$ cat config.mk
export PLATFORM = sky130hd
export DESIGN_NAME = div_32
export DESIGN_NICKNAME = d
export VERILOG_FILES = /design/src/rtl/div_pkg.sv /design/src/rtl/div_32_cond_negate.sv /design/src/rtl/div_32.sv
export SDC_FILE = /design/constraint.sdc
export NUM_CORES = 1
export LEC_CHECK = 0
export CAP_MARGIN = 10
export CORE_MARGIN = 2
export CORE_UTILIZATION = 40
export CTS_CLUSTER_SIZE = 16
export DETAILED_ROUTE_END_ITERATION = 12
export PLACE_DENSITY = 0.61
export SYNTH_ARGS = -nofsm -noshare
export SYNTH_HDL_FRONTEND = slang
export SYNTH_SLANG_ARGS = --single-unit
$ cat constraint.sdc
create_clock -name clock -period 7 [get_ports clock]
set_input_delay 0.7 -clock clock [delete_from_list [all_inputs] [get_ports clock]]
set_output_delay 0.7 -clock clock [all_outputs]
set_load 0.01 [all_outputs]
$ cat src/rtl/div_pkg.sv
// div_pkg: shared state type, widths and constants for the divider.
// Imported by div_32 and cond_negate.
package div_pkg;

  localparam int DIV_WIDTH = 32;
  localparam int DIV_CNT_W = $clog2(DIV_WIDTH + 1);

  localparam logic [DIV_WIDTH-1:0] DIV_MIN_NEG = 32'h8000_0000;
  localparam logic [DIV_WIDTH-1:0] DIV_NEG_ONE = 32'hFFFF_FFFF;

  typedef enum logic [1:0] {
    IDLE = 2'd0,
    RUN  = 2'd1,
    DONE = 2'd2
  } div_state_t;

  // Only signed case whose quotient does not fit in WIDTH bits.
  function automatic logic is_overflow(
    input logic [DIV_WIDTH-1:0] a,
    input logic [DIV_WIDTH-1:0] b
  );
    return (a == DIV_MIN_NEG) && (b == DIV_NEG_ONE);
  endfunction

endpackage

$ cat src/rtl/div_32_cond_negate.sv
// cond_negate: two's-complement negate when neg is set.
// Used for operand magnitudes and final sign application.
module cond_negate
  import div_pkg::*;
#(
  parameter int WIDTH = DIV_WIDTH
) (
  input  logic [WIDTH-1:0] din,
  input  logic             neg,
  output logic [WIDTH-1:0] dout
);

  assign dout = neg ? (~din + WIDTH'(1)) : din;

endmodule

$ cat src/rtl/div_32.sv
// div_32: iterative signed restoring divider, one bit per clock.
// DIV_FASTZERO_EN: finish divide-by-zero at start, skipping RUN.
module div_32
  import div_pkg::*;
#(
  parameter int WIDTH = DIV_WIDTH
) (
  input  logic             clock,
  input  logic             reset_n,
  input  logic             ctrl_div,
  input  logic [WIDTH-1:0] data_operandA,
  input  logic [WIDTH-1:0] data_operandB,
  output logic [WIDTH-1:0] data_result,
  output logic [WIDTH-1:0] data_remainder,
  output logic             data_exception,
  output logic             data_resultRDY,
  output logic             busy
);

  div_state_t state;

  logic [DIV_CNT_W-1:0] cnt;
  logic [WIDTH-1:0] quo;
  logic [WIDTH-1:0] rem;
  logic [WIDTH-1:0] dvs;
  logic q_sign;
  logic r_sign;
  logic dz;
  logic ovf;

  logic [WIDTH-1:0] a_mag;
  logic [WIDTH-1:0] b_mag;
  logic [WIDTH-1:0] quo_nx;
  logic [WIDTH-1:0] rem_nx;
  logic [WIDTH-1:0] q_fix;
  logic [WIDTH-1:0] r_fix;
  logic [WIDTH:0]   shf;
  logic [WIDTH:0]   trial;
  logic take;
  logic last;
  logic fin;
  logic b_zero;
  logic b_ovf;
  logic fast;

  cond_negate #(.WIDTH(WIDTH)) u_neg_a (
    .din  (data_operandA),
    .neg  (data_operandA[WIDTH-1]),
    .dout (a_mag)
  );

  cond_negate #(.WIDTH(WIDTH)) u_neg_b (
    .din  (data_operandB),
    .neg  (data_operandB[WIDTH-1]),
    .dout (b_mag)
  );

  cond_negate #(.WIDTH(WIDTH)) u_neg_q (
    .din  (quo_nx),
    .neg  (q_sign),
    .dout (q_fix)
  );

  cond_negate #(.WIDTH(WIDTH)) u_neg_r (
    .din  (rem_nx),
    .neg  (r_sign),
    .dout (r_fix)
  );

  // Partial remainder never exceeds WIDTH bits for nonzero divisors,
  // so the top bit of the WIDTH+1 subtract is a clean borrow.
  assign shf    = {rem, quo[WIDTH-1]};
  assign trial  = shf - {1'b0, dvs};
  assign take   = ~trial[WIDTH];
  assign rem_nx = take ? trial[WIDTH-1:0] : shf[WIDTH-1:0];
  assign quo_nx = {quo[WIDTH-2:0], take};

  assign last   = (cnt == DIV_CNT_W'(WIDTH - 1));
  assign fin    = !ctrl_div && (state == RUN) && last;
  assign b_zero = (data_operandB == '0);
  assign b_ovf  = is_overflow(data_operandA, data_operandB);
  assign busy   = (state == RUN);

`ifdef DIV_FASTZERO_EN
  assign fast = b_zero;
`else
  assign fast = 1'b0;
`endif

  // State, counter and datapath; a start in any state reloads.
  always_ff @(posedge clock or negedge reset_n) begin
    if (!reset_n) begin
      state  <= IDLE;
      cnt    <= '0;
      quo    <= '0;
      rem    <= '0;
      dvs    <= '0;
      q_sign <= 1'b0;
      r_sign <= 1'b0;
      dz     <= 1'b0;
      ovf    <= 1'b0;
    end else if (ctrl_div) begin
      state  <= fast ? DONE : RUN;
      cnt    <= '0;
      quo    <= a_mag;
      rem    <= '0;
      dvs    <= b_mag;
      q_sign <= data_operandA[WIDTH-1] ^ data_operandB[WIDTH-1];
      r_sign <= data_operandA[WIDTH-1];
      dz     <= b_zero;
      ovf    <= b_ovf;
    end else begin
      unique case (state)
        RUN: begin
          quo <= quo_nx;
          rem <= rem_nx;
          cnt <= cnt + DIV_CNT_W'(1);
          if (last) state <= DONE;
        end
        DONE:    state <= IDLE;
        default: state <= IDLE;
      endcase
    end
  end

  // Result registers load as DONE is entered, so they are
  // valid in the ready cycle and hold until the next one.
  always_ff @(posedge clock or negedge reset_n) begin
    if (!reset_n) begin
      data_result    <= '0;
      data_remainder <= '0;
      data_exception <= 1'b0;
      data_resultRDY <= 1'b0;
    end else begin
      data_resultRDY <= 1'b0;
      if (ctrl_div && fast) begin
        data_result    <= '0;
        data_remainder <= '0;
        data_exception <= 1'b1;
        data_resultRDY <= 1'b1;
      end else if (fin) begin
        data_resultRDY <= 1'b1;
        unique case (1'b1)
          dz: begin
            data_result    <= '0;
            data_remainder <= '0;
            data_exception <= 1'b1;
          end
          ovf: begin
            data_result    <= DIV_MIN_NEG;
            data_remainder <= '0;
            data_exception <= 1'b1;
          end
          default: begin
            data_result    <= q_fix;
            data_remainder <= r_fix;
            data_exception <= 1'b0;
          end
        endcase
      end
    end
  end

endmodule
==> results.yml <==
worst_setup_path:
  rrSetupSlack_ps: 1600
  crit_fanout: 53
  cp.required_ps: 7310
  timing.critical_path.from_type: "register"
  rr_worst_depth: 18
  reg2reg_from: "quo[31]$_DFFE_PN0P_"
  end_kind: "register"
  arrival_ps: 5710
  rr_endpoint: "data_result[28]$_DFFE_PN0P_"
  criticalPathCategory: "register to register"
synth:
  ys_types: 78
  synth_cells: 1424
  synth-edff-count: 0
  ys_seq_area_share_pct: 36.2
  async_flop_share_pct: 100
  syn_area_per_cell_sq_um: 8.44
  synth-seq-cells: 174
  yosys_warnings: 0
  synth-main-ff-cell: "dfrtp_1"
  synth_fp_nets: 1530
  syn_area_sq_mm: 0.0120
grt:
  grt_pass1_vias: 9941
  antenna_found_initial: 0
  grt_max_degree: 113
  grt_first_pass_wirelength_um: 55600
  grt_overflow: 0
  track_usage_pct: 22.6
finish:
  layout_commonest_cell: "nand2_1"
  fin_area_sq_mm: 0.0142
  final_util_pct: 48.0
  antennaDiodeCount: 0
  area_delta_synth_final_pct: 18.4
  fin_nets: 1620
  drive_gt1_share_pct: 4.72
  mostFrequentLayoutCells: "nand2_1 (188), dfrtp_1 (174), o21ai_0 (145)"
clocking:
  htreeDepth: 4
  cts_tree: "built"
  worstSkewPairLatency_ps: 450
  root_buffer: "clkbuf_16"
  clock_path_buffers: 2
  hold_buffers: 0
  path_clk_slew_ps: 80
  postCtsSetupBuffers: 0
  cts-buffers-inserted: 17
  cts_resized: 0
  clock_sinks: 174
flow_run:
  cap_violations: 0
sta:
  period_needed_ps: 5400
  hold_slack_ps: 239
  tightest_slew_ps: 1110
  finalHoldViolCount: 0
  max_freq_mhz: 185
  fin_crit_sh_pct: 77.2
  maxSlewViolCount: 0
  finalClockSkew_ps: 11.7
  setup_viol: 0
  max_slew_margin_pct: 25.7
  rsz0062_at_grt: "no"
  final.setup.tns_ps: 0
die:
  row_count: 63
  die_x_um: 177
  die_h_um: 177
  initial_utilization_pct: 40.5
  core_area_sq_mm: 0.0296
  ios: 134
  die-area_sq_mm: 0.0314
placed_design:
  finalWeightedCongestion: 0.933
  post_dp_cell_area_sq_mm: 0.0136
  dp_hpwl_um: 25900
  io_buffer_count: 133
routing:
  drt_iter0_markers: 972
  detail_route.vias_per_cell: 5.60
  dr.pass1.iters: 5
  drc_errors: 0
  vias: 10700
  ant_nets: 0
  drt_wl_total_um: 34900
  wire_per_inst_um: 18.2
worst_hold_path:
  hp-class: "input port to async pin"
power_and_ir_drop:
  ir_worst_vdd_v: 0.000170
  leakagePower_nw: 6.12
  powerDensity_mw_per_mm2: 183
status:
  status: "finished clean"
[synth_stat cells (16+ instances only)]
cell type  number  share of area [%]
o31ai_1        32                2.0
or3_1          16               0.83
dfrtp_1       174                 36
o21ai_0       145                6.0
xnor2_1        68                5.0
a21oi_1        86                3.6
xor2_1         75                5.5
nor2_1        115                3.6
mux2i_1        53                4.4
clkbuf_1       57                1.8
or4_1          19                1.2
o41ai_1        18                1.3
nand3_1        20               0.83
nor3_1         24                1.0
a211oi_1       30                1.9
nand2_1       189                5.9
ha_1           38                4.0
inv_1          53                1.7
nand4_1        22                1.1
[layout make-up]
class | count | area [sq um]
clock buffer | 17 | 425
clock inverter | 15 | 181
fill | 2962 | 15400
inverter | 55 | 214
multi-input combinational | 1124 | 7170
sequential | 174 | 4350
tap | 390 | 488
timing repair buffer | 142 | 1400
[worst max-delay path: stages (launching register included)]
cell	delay (ps)
dfrtp_1	370
inv_1	70
ha_1	210
fa_1	390
nand2b_1	180
a211oi_1	430
o211ai_1	320
a211o_1	370
o211a_2	180
inv_8	250
ha_1	230
nand2_1	80
or4_1	460
nand2b_1	230
or3_1	410
or3_1	440
o41ai_1	390
xor2_1	190
o21ai_1	70
[where the power goes]
part / leakage [nW] / switching [mW] / internal (mW)
sequential: 2.27 / 0.0687 / 1.05
combinational: 3.55 / 0.291 / 0.197
clock: 0.292 / 0.483 / 0.513
[flip-flops by register name, summed over array words and instances, names as in the netlist]
name and count:
data_exception 1, r_sign 1, data_remainder 32, dvs 32, data_result 32, state 2, quo 32, data_resultRDY 1
ovf 1, q_sign 1, dz 1, cnt 6, rem 32
[kinds of logic after synthesis]
family	Yosys count	share of synthesized area [%]
fa+ha+maj	39	4.12
compound gates	404	21.2
mux	57	4.79
buf+inv	126	4.12
flops	174	36.2
simple gates	481	19.1
xor+xnor	143	10.4
[metrics by stage]
stage | power, mW | std cells | worst slack (ps)
3_5_place_dp | 1.62 | 1885 | 1640
4_1_cts | 2.62 | 1917 | 1620
5_1_grt | 2.74 | 1917 | 1220
3_3_place_gp | 1.62 | 1885 | 1770
2_1_floorplan | 1.43 | 1424 | 1480
6_report | 2.60 | 1917 | 1600
[worst max-delay path by stage]
stage / start / end / slack [ps] / depth (start not counted)
final: quo[31]$_DFFE_PN0P_ / data_result[28]$_DFFE_PN0P_ / 1600 / 18
after detailed placement: quo[31]$_DFFE_PN0P_ / data_result[28]$_DFFE_PN0P_ / 1640 / 18
after CTS: quo[31]$_DFFE_PN0P_ / data_result[28]$_DFFE_PN0P_ / 1620 / 18
after global placement: quo[31]$_DFFE_PN0P_ / data_result[28]$_DFFE_PN0P_ / 1770 / 18
after floorplan: quo[31]$_DFFE_PN0P_ / data_result[28]$_DFFE_PN0P_ / 1480 / 22
after global routing: quo[31]$_DFFE_PN0P_ / data_result[28]$_DFFE_PN0P_ / 1220 / 18
[routing by layer]
layer  share of wire (%)  global-route usage, %
met2                  41                   31.2
met5                   0                      0
met3                 6.8                   3.98
met1                  51                   36.0
met4                 1.3                   5.05
No activity file was read; power rests on OpenSTA's default activity.
